$ cat src/rtl/pc_pkg.sv
// pc_pkg
// Shared definitions for the program-counter unit and its return stack:
//   - PS_* : next-PC select encodings driven on the PS port
//   - rasCountWidth() / RAS_CNT_W : width of the return-stack occupancy count
package pc_pkg;

  // Next-PC select encodings
  localparam logic [2:0] PS_HOLD   = 3'b000;
  localparam logic [2:0] PS_INC    = 3'b001;
  localparam logic [2:0] PS_JUMP   = 3'b010;
  localparam logic [2:0] PS_BRANCH = 3'b011;
  localparam logic [2:0] PS_CALL   = 3'b100;
  localparam logic [2:0] PS_RET    = 3'b101;
  localparam logic [2:0] PS_EXC    = 3'b110;
  localparam logic [2:0] PS_RSVD   = 3'b111;

  // The count must be able to hold RAS_DEPTH itself, hence the extra bit
  function automatic int rasCountWidth(input int depth);
    return $clog2(depth) + 1;
  endfunction

  localparam int RAS_DEPTH_DEFAULT = 4;
  localparam int RAS_CNT_W         = rasCountWidth(RAS_DEPTH_DEFAULT);

endpackage

$ cat src/rtl/pc_unit_if.sv
// pc_unit_if
// Bundles the fetch-stage control inputs and PC/return-stack status outputs.
//   in            : branch offset (words) or absolute target
//   PS            : next-PC select
//   stall         : freeze PC and return stack
//   PC / PC4      : current PC and PC + INC
//   ras_count     : valid return-stack entries
//   ras_full/ras_empty, err_underflow : return-stack status
// master drives the controls (fetch control / testbench); slave is pc_unit.
interface pc_unit_if #(
  parameter int WIDTH = 64,
  parameter int CNT_W = 3
);
  logic [WIDTH-1:0] in;
  logic [2:0]       PS;
  logic             stall;
  logic [WIDTH-1:0] PC;
  logic [WIDTH-1:0] PC4;
  logic [CNT_W-1:0] ras_count;
  logic             ras_full;
  logic             ras_empty;
  logic             err_underflow;

  modport master (
    output in, PS, stall,
    input  PC, PC4, ras_count, ras_full, ras_empty, err_underflow
  );

  modport slave (
    input  in, PS, stall,
    output PC, PC4, ras_count, ras_full, ras_empty, err_underflow
  );
endinterface

$ cat src/rtl/pc_unit_return_stack.sv
// return_stack
// Circular return-address stack with a top pointer.
//   clock, reset : rising-edge clock, async active-high reset
//   push / din   : write din at top+1 and advance the pointer
//   pop          : drop the top entry (top is read combinationally)
//   top          : entry currently at the top pointer
//   count        : valid entries, saturates at RAS_DEPTH on overflow
//   full / empty : count == RAS_DEPTH / count == 0
//   underflow    : combinational flag, pop requested while empty
module return_stack
  import pc_pkg::*;
#(
  parameter  int WIDTH     = 64,
  parameter  int RAS_DEPTH = 4,
  localparam int CNT_W     = rasCountWidth(RAS_DEPTH),
  localparam int PTR_W     = $clog2(RAS_DEPTH)
) (
  input  logic             clock,
  input  logic             reset,
  input  logic             push,
  input  logic             pop,
  input  logic [WIDTH-1:0] din,
  output logic [WIDTH-1:0] top,
  output logic [CNT_W-1:0] count,
  output logic             full,
  output logic             empty,
  output logic             underflow
);

  logic [WIDTH-1:0] r_mem [RAS_DEPTH];
  logic [PTR_W-1:0] r_top;
  logic [CNT_W-1:0] r_count;
  logic [PTR_W-1:0] w_nextTop;

  // Pointer width equals log2(depth), so +1 wraps mod RAS_DEPTH for free
  assign w_nextTop = r_top + PTR_W'(1);

  assign top       = r_mem[r_top];
  assign count     = r_count;
  assign full      = (r_count == CNT_W'(RAS_DEPTH));
  assign empty     = (r_count == '0);
  assign underflow = pop & empty;

  // A push while full overwrites the oldest entry: the pointer keeps
  // circling and the count simply stays saturated. A pop on an empty
  // stack changes nothing here; the caller sees underflow instead.
  always_ff @(posedge clock or posedge reset) begin
    if (reset) begin
      for (int i = 0; i < RAS_DEPTH; i++) r_mem[i] <= '0;
      r_top   <= '0;
      r_count <= '0;
    end else if (push) begin
      r_mem[w_nextTop] <= din;
      r_top            <= w_nextTop;
      if (!full) r_count <= r_count + CNT_W'(1);
    end else if (pop && !empty) begin
      r_top   <= r_top - PTR_W'(1);
      r_count <= r_count - CNT_W'(1);
    end
  end

endmodule

$ cat src/rtl/pc_unit.sv
// pc_unit
// Fetch-stage program counter: selects the next PC each clock from hold,
// increment, jump, PC-relative branch, call, return or exception vector.
//   clock, reset : rising-edge clock, async active-high reset
//   bus (slave)  : in, PS, stall inputs; PC, PC4, ras_count, ras_full,
//                  ras_empty, err_underflow outputs
module pc_unit
  import pc_pkg::*;
#(
  parameter  int               WIDTH     = 64,
  parameter  int               INC       = 4,
  parameter  int               SHIFT     = 2,
  parameter  int               RAS_DEPTH = 4,
  parameter  logic [WIDTH-1:0] RESET_VEC = '0,
  parameter  logic [WIDTH-1:0] EXC_VEC   = WIDTH'('h100),
  localparam int               CNT_W     = rasCountWidth(RAS_DEPTH)
) (
  input logic clock,
  input logic reset,
  pc_unit_if.slave bus
);

  logic [WIDTH-1:0] r_pc;
  logic             r_errUnderflow;
  logic [WIDTH-1:0] w_pc4;
  logic [WIDTH-1:0] w_target;
  logic [WIDTH-1:0] w_nextPc;
  logic [WIDTH-1:0] w_rasTop;
  logic             w_rasEmpty;
  logic             w_rasFull;
  logic [CNT_W-1:0] w_rasCount;
  logic             w_push;
  logic             w_pop;
  logic             w_underflow;

  // Both adders wrap modulo 2^WIDTH; no carry is kept
  assign w_pc4    = r_pc + WIDTH'(INC);
  assign w_target = w_pc4 + (bus.in << SHIFT);

  // Next-PC mux; push/pop are suppressed while stalled so the stack freezes
  always_comb begin
    w_nextPc = w_pc4;
    w_push   = 1'b0;
    w_pop    = 1'b0;
    case (bus.PS)
      PS_HOLD:   w_nextPc = r_pc;
      PS_INC:    w_nextPc = w_pc4;
      PS_JUMP:   w_nextPc = bus.in;
      PS_BRANCH: w_nextPc = w_target;
      PS_CALL: begin
        w_nextPc = w_target;
        w_push   = !bus.stall;
      end
      PS_RET: begin
        w_nextPc = w_rasEmpty ? w_pc4 : w_rasTop;
        w_pop    = !bus.stall;
      end
      PS_EXC:    w_nextPc = EXC_VEC;
      default:   w_nextPc = w_pc4;
    endcase
  end

  return_stack #(
    .WIDTH     (WIDTH),
    .RAS_DEPTH (RAS_DEPTH)
  ) u_returnStack (
    .clock     (clock),
    .reset     (reset),
    .push      (w_push),
    .pop       (w_pop),
    .din       (w_pc4),
    .top       (w_rasTop),
    .count     (w_rasCount),
    .full      (w_rasFull),
    .empty     (w_rasEmpty),
    .underflow (w_underflow)
  );

  // The underflow flag is registered alongside the PC and, like it,
  // holds its value through a stall
  always_ff @(posedge clock or posedge reset) begin
    if (reset) begin
      r_pc           <= RESET_VEC;
      r_errUnderflow <= 1'b0;
    end else if (!bus.stall) begin
      r_pc           <= w_nextPc;
      r_errUnderflow <= w_underflow;
    end
  end

  assign bus.PC            = r_pc;
  assign bus.PC4           = w_pc4;
  assign bus.ras_count     = w_rasCount;
  assign bus.ras_full      = w_rasFull;
  assign bus.ras_empty     = w_rasEmpty;
  assign bus.err_underflow = r_errUnderflow;

endmodule

$ cat src/flat_wrapper.sv
// flat-port wrapper written by rule: the top's interface ports become plain ports
module pc_unit_flat import pc_pkg::*;
#(
  parameter  int               WIDTH     = 64,
  parameter  int               INC       = 4,
  parameter  int               SHIFT     = 2,
  parameter  int               RAS_DEPTH = 4,
  parameter  logic [WIDTH-1:0] RESET_VEC = '0,
  parameter  logic [WIDTH-1:0] EXC_VEC   = WIDTH'('h100),
  localparam int               CNT_W     = rasCountWidth(RAS_DEPTH)
)
  (clock, reset, bus_in, bus_PS, bus_stall, bus_PC, bus_PC4, bus_ras_count, bus_ras_full, bus_ras_empty, bus_err_underflow);
  pc_unit_if #(.WIDTH(WIDTH)) bus_i ();
  input logic clock;
  input logic reset;
  input wire logic [$bits(bus_i.in)-1:0] bus_in;
  input wire logic [$bits(bus_i.PS)-1:0] bus_PS;
  input wire logic [$bits(bus_i.stall)-1:0] bus_stall;
  output wire logic [$bits(bus_i.PC)-1:0] bus_PC;
  output wire logic [$bits(bus_i.PC4)-1:0] bus_PC4;
  output wire logic [$bits(bus_i.ras_count)-1:0] bus_ras_count;
  output wire logic [$bits(bus_i.ras_full)-1:0] bus_ras_full;
  output wire logic [$bits(bus_i.ras_empty)-1:0] bus_ras_empty;
  output wire logic [$bits(bus_i.err_underflow)-1:0] bus_err_underflow;
  assign bus_i.in = bus_in;
  assign bus_i.PS = bus_PS;
  assign bus_i.stall = bus_stall;
  assign bus_PC = bus_i.PC;
  assign bus_PC4 = bus_i.PC4;
  assign bus_ras_count = bus_i.ras_count;
  assign bus_ras_full = bus_i.ras_full;
  assign bus_ras_empty = bus_i.ras_empty;
  assign bus_err_underflow = bus_i.err_underflow;
  pc_unit #(.WIDTH(WIDTH), .INC(INC), .SHIFT(SHIFT), .RAS_DEPTH(RAS_DEPTH), .RESET_VEC(RESET_VEC), .EXC_VEC(EXC_VEC)) u_core (.clock(clock), .reset(reset), .bus(bus_i));
endmodule
$ cat config.mk
export PLATFORM = sky130hd
export DESIGN_NAME = pc_unit_flat
export DESIGN_NICKNAME = d
export VERILOG_FILES = /design/src/rtl/pc_pkg.sv /design/src/rtl/pc_unit_if.sv /design/src/rtl/pc_unit_return_stack.sv /design/src/rtl/pc_unit.sv /design/src/flat_wrapper.sv
export SDC_FILE = /design/constraint.sdc
export NUM_CORES = 1
export LEC_CHECK = 0
export CORE_MARGIN = 3
export CORE_UTILIZATION = 55
export CTS_CLUSTER_DIAMETER = 80
export DETAILED_ROUTE_END_ITERATION = 6
export GPL_TIMING_DRIVEN = 0
export MAX_ROUTING_LAYER = met4
export PLACE_DENSITY = 0.79
export SETUP_SLACK_MARGIN = 0.3
export SYNTH_ARGS = -nofsm -noshare
export SYNTH_HDL_FRONTEND = slang
export SYNTH_HIERARCHICAL = 1
export SYNTH_SLANG_ARGS = --single-unit
$ cat constraint.sdc
create_clock -name clock -period 28.3 [get_ports clock]
set_clock_uncertainty 0.1 [all_clocks]
set_input_delay 5.66 -clock clock [delete_from_list [all_inputs] [get_ports clock]]
set_output_delay 5.66 -clock clock [all_outputs]
set_load 0.05 [all_outputs]
# ---- Word-level counts from Yosys, hierarchy flattened
# Cells that the tools add are included.
dict set report op_classes {
  add_sub_neg 6
  n_lt_le_gt_ge 3
  eq_ne 7
  mux 15
  n_bitwise 5
  n_reduce_logical 10
}
# cell n
set ops {}
lappend ops {{case mux 64 bit (5 select lines)} 1}
lappend ops {{bitwise mux 256 bit} 1}
lappend ops {{two-way mux 64 bit} 4}
lappend ops {{binary-select mux 64 bit (select 2 bit)} 1}
lappend ops {{demux 64 bit (select 2 bit)} 1}
lappend ops {{adder 64 x 3 -> 64 bit, second input constant} 1}
lappend ops {{adder 64 bit} 1}
lappend ops {{== test 3 bit, second input constant} 4}
lappend ops {{two-way mux 3 bit} 3}
lappend ops {{== test 3 x 2 -> 1 bit, second input constant} 2}
lappend ops {{greater-or-equal comparator 3 bit, second input constant} 2}
lappend ops {{logical NOT 3 bit} 2}
lappend ops {{inverter 2 -> 3 bit} 2}
lappend ops {{two-way mux 2 bit} 2}
lappend ops {{AND reduction 2 bit} 2}
lappend ops {{adder 3 x 1 -> 3 bit, second input constant} 1}
lappend ops {{less-than comparator 3 x 1 -> 1 bit, second input constant} 1}
lappend ops {{subtractor 3 x 1 -> 3 bit, second input constant} 1}
lappend ops {{adder 2 x 1 -> 2 bit, second input constant} 1}
lappend ops {{logical AND 1 bit} 2}
lappend ops {{logical NOT 1 bit} 2}
lappend ops {{two-way mux 1 bit} 2}
lappend ops {{inequality test 2 bit, second input constant} 1}
lappend ops {{inverter 1 bit} 2}
lappend ops {{4 further kinds} 4}
dict set report word_totals {
  reg_bits 326
  input_bits 70
  out_inout_bits 134
}

# ---- Depth between registers and ports, before layout
dict set report logic_depth {
  depth_word 7
  mapped_depth 23
  ltp_nobuf 20
}

# ---- Hierarchy
# Netlist, hierarchy kept.
# mod instances cells_per_inst area_each_um2 seq_area_each_um2
set modules_own_cells {}
lappend modules_own_cells {return_stack 1 662 11521.0 6531.3}
lappend modules_own_cells {pc_unit 1 1241 8963.6 1626.6}

# ---- Least setup slack after synthesis
# OpenSTA, ideal clock, no wires.
dict set report synth_path {
  path_kind {reg-to-output}
  startpoint {register u_core.r_pc[17] (netlist: u_core/bus.PC[17])}
  endpoint {output port bus_PC4[58]}
  arrival_time_ns 3.637
  required_time_ns 22.540
  setup_slack_ns 18.903
  path_stages_with_launch 10
  path_buffers 2
  path_cell_list {dfrtp_1 -> buf_2 -> nand4_1 -> or4_4 -> or3_2 -> nor2_1 -> and2_0 -> clkbuf_1 -> nand4_1 -> xnor2_1}
}
dict set report synth_via {
  elab_chain_len 1
}
# element line_no
set synth_lines {}
lappend synth_lines {{start: declaration} pc_unit.sv:23} ;# logic [WIDTH-1:0] r_pc;
lappend synth_lines {{start signal: assignment} pc_unit.sv:86} ;# r_pc <= w_nextPc;
lappend synth_lines {{adder 64 x 3 -> 64 bit} pc_unit.sv:37} ;# assign w_pc4 = r_pc + WIDTH'(INC);
lappend synth_lines {{end: declaration} flat_wrapper.sv:20} ;# output wire logic [$bits(bus_i.PC4)-1:0] bus_PC4;
# No other way between the ends.

# ---- Final worst setup path
dict set report layout_path {
  startpoint {register u_core.r_pc[4] (netlist: u_core/bus.PC[4])}
  endpoint {output port bus_PC4[53]}
}
# The elaborated chain is that of the path after synthesis.

==> impl_metrics.py <==
metrics = {
    "status": {
        "outcome": "completed",
    },
    "cells_and_area": {
        "fill_cells": 2823,
        "multi_input_area_mm2": 0.0115,
        "drive_gt1_share_pct": 20.9,
        "seqCellArea_mm2": 0.00816,
        "final_nets": 2299,
        "final_cells": 2647,
        "fin_area_mm2": 0.0245,
        "final_core_util_pct": 66.7,
        "area_growth_pct": 19.5,
    },
    "setup_path": {
        "worstPathMaxFanout": 8,
        "reg2regPathDepth": 19,
        "path_class": "reg2out",
        "r2r_setup_slack_ns": 21.04,
        "endpoint_kind": "output port",
        "worstSetupStartpointType": "register",
        "regToRegEndpoint": "u_core/bus.PC[56]",
        "r2r-start": "u_core/bus.PC[17]",
        "cp_data_arrival_time_ns": 6.00,
        "worst-endpoint-required_ns": 22.54,
    },
    "timing": {
        "period_share_pct": 41.5,
        "fin_setup_tns_ns": 0,
        "finalHoldViolations": 0,
        "layout_min_cycle_time_ns": 11.76,
        "holdWs_ns": 0.400,
        "rsz0062_at_grt": "false",
        "max_freq_mhz": 85.1,
        "setup_viol": 0,
        "max_slew_margin_pct": 4.92,
        "worst_pin_slew_ns": 1.42,
        "setup_ws_ns": 16.54,
        "drv_slew": 0,
    },
    "min_path": {
        "hp-start": "u_core/u_returnStack/r_mem[92]",
        "hold_class": "reg2reg",
        "whs_path_depth": 1,
        "hold_end": "u_core/u_returnStack/r_mem[92]",
    },
    "clocking": {
        "clock_path_buffers": 3,
        "cts_setup_buffers": 0,
        "ctsHoldBuffers": 0,
        "cts.htree.levels": 2,
        "clock_latency_ns": 0.58,
        "cts_resized": 0,
        "cts_root_buf": "clkbuf_16",
        "cts_tree": "done",
        "clock-sinks": 326,
        "path_clk_slew_ns": 0.06,
        "cts_made_buffers": 38,
    },
    "place": {
        "io_buffers": 201,
        "hpwl_mm": 55.6,
        "placed_cells": 2575,
        "place_congestion": 1.01,
        "place_ws_ns": 17.32,
        "placed_area_mm2": 0.0232,
    },
    "route": {
        "antenna_left": 0,
        "num_vias": 17900,
        "firstDrtPassIters": 6,
        "viasPerCell": 6.74,
        "wire_per_inst_um": 29.2,
        "drc": 0,
        "wl_mm": 77.3,
        "drt_iter0_markers": 1992,
    },
    "power_and_ir_drop": {
        "p_clk_share_pct": 19.5,
        "p_seq_share_pct": 30.7,
        "leakage_nw": 10.6,
        "vdd_drop_max_v": 0.0000806,
        "internal_power_mw": 1.50,
        "swShare_pct": 42.6,
        "netSwitchingPower_mw": 1.11,
        "power_density_mw_per_mm2": 107,
        "p_total_mw": 2.62,
        "combinationalPowerShare_pct": 49.7,
    },
    "floorplan": {
        "core-area_mm2": 0.0367,
        "fp.dieArea_mm2": 0.0396,
        "dieHeight_um": 199,
        "ios": 204,
        "die_w_um": 199,
        "initial_core_util_pct": 55.8,
        "row_count": 70,
    },
    "synth": {
        "synth_seq_cells": 326,
        "synth-seq-area-share_pct": 39.8,
        "ys_top_cells_by_area": "dfrtp_1 40%, mux2_2 14%, mux4_2 7.0%",
        "synthCells": 1903,
        "yosysTopAreaCellShare_pct": 39.8,
        "syn_nets": 2055,
        "ys_warn_count": 6,
        "synth.avg_cell_area_um2": 10.8,
        "synthesis.area_mm2": 0.0205,
        "yosys_most_used_dff": "dfrtp_1",
        "ys_async_sr_fraction_pct": 100,
        "yosys.area.top_type": "dfrtp_1",
        "synthDistinctLibCells": 77,
        "synth-edff-count": 0,
    },
    "grt": {
        "overflow": 0,
        "grtUsageTotal_pct": 39.6,
        "grt_pass1_wl_mm": 112,
        "grt_start_max_net_pins": 125,
        "grt_antenna_before_repair": 3,
        "grt_pass1_vias": 17700,
    },
    "flow_run": {
        "drv_cap": 0,
    },
}
-- flip-flops by register name, summed over array words and instances (netlist names) --
name and count:
u_core/u_returnStack/r_mem 256, u_core/bus.PC 64, u_core/u_returnStack/count 3, u_core/u_returnStack/r_top 2, u_core/bus.err_underflow 1
-- critical path: stages, from the launching register on --
cell             delay (ns)
dfrtp_1                0.41
clkbuf_1               0.30
and3_1                 0.28
and2_1                 0.29
nand3_1                0.40
nor4_1                 1.15
and3_1                 0.38
nand3_1                0.27
nor3_1                 0.36
xor2_1                 0.63
clkdlybuf4s50_1        0.94
-- worst max-delay path by stage --
stage,from,cells past startpoint,to
after global routing,u_core/bus.PC[4],10,bus_PC4[53]
after detailed placement,u_core/bus.PC[4],10,bus_PC4[53]
after global placement,reset,2,u_core/u_returnStack/r_mem[176]
after CTS,u_core/bus.PC[4],10,bus_PC4[53]
after floorplan,reset,1,u_core/u_returnStack/count[0]
final,u_core/bus.PC[4],10,bus_PC4[53]
-- synth_stat cells (6+ instances only) --
cell type,count
dfrtp_1,326
mux2_2,257
a21oi_1,139
nand2_1,134
nor2_1,128
ha_1,80
o21ai_0,72
clkbuf_1,66
mux4_2,64
xnor2_1,63
xor2_1,52
a221oi_1,51
inv_1,48
nand3_1,45
nand4_1,36
a31oi_1,32
a21o_1,31
buf_6,28
nor3_1,26
and3_1,19
o21a_1,18
o21bai_1,16
a221o_1,15
and2_1,10
buf_2,10
nor2b_1,8
buf_1,7
buf_4,7
a22oi_1,6
nand2b_1,6
o211ai_1,6
o221ai_1,6
or3_1,6
-- layout by cell type (no fill, tap or decap), types with 38 or more instances in the layout --
cell               n
a221oi_1          51
clkdlybuf4s50_1  201
nor2_1           128
a21oi_1          139
xnor2_1           63
clkbuf_16         38
nand2_1          134
ha_1              80
dfrtp_1          326
mux4_2            64
xor2_1            52
nand3_1           45
inv_1             46
clkbuf_1          72
o21ai_0           72
mux2_2           257
-- kinds of logic after synthesis --
family,count (synthesis),share of synthesized area (%)
AOI/OAI and AO/OA,444,14.3
and+or+nand+nor,448,10.3
xor gates and xnor gates,116,5.05
buffers and inverters,166,4.26
muxes,321,21.2
DFF,326,39.8
adders and majority gates,82,5.08
-- layout make-up --
class | count | share of cell area (%)
Timing Repair Buffer | 204 | 8.56
Inverter | 48 | 0.777
Sequential cell | 326 | 33.3
Clock inverter | 19 | 0.986
Antenna cell | 3 | 0.0307
Multi-Input combinational cell | 1411 | 46.8
Clock buffer | 50 | 4.31
Buffer | 118 | 2.83
Tap cell | 468 | 2.39
-- per-layer routing --
| metal | vias to the layer above | wire length (µm) | global-route usage (%) |
|---|---|---|---|
| met4 | 0 | 3630 | 17.4 |
| met5 | - | 0 | - |
| li1 | 7606 | - | - |
| met2 | 1002 | 34600 | 58.6 |
| met3 | 217 | 7870 | 8.86 |
| met1 | 9029 | 31100 | 52.6 |
-- power by group through the flow --
stage,Combinational [mW],Sequential [mW],Clock [mW]
2_1_floorplan,0.815,0.849,0
3_3_place_gp,1.25,0.782,0
3_5_place_dp,1.27,0.800,0
4_1_cts,1.28,0.799,0.518
5_1_grt,1.37,0.823,0.535
6_report,1.30,0.804,0.512
(Power assumes the default switching activity.)
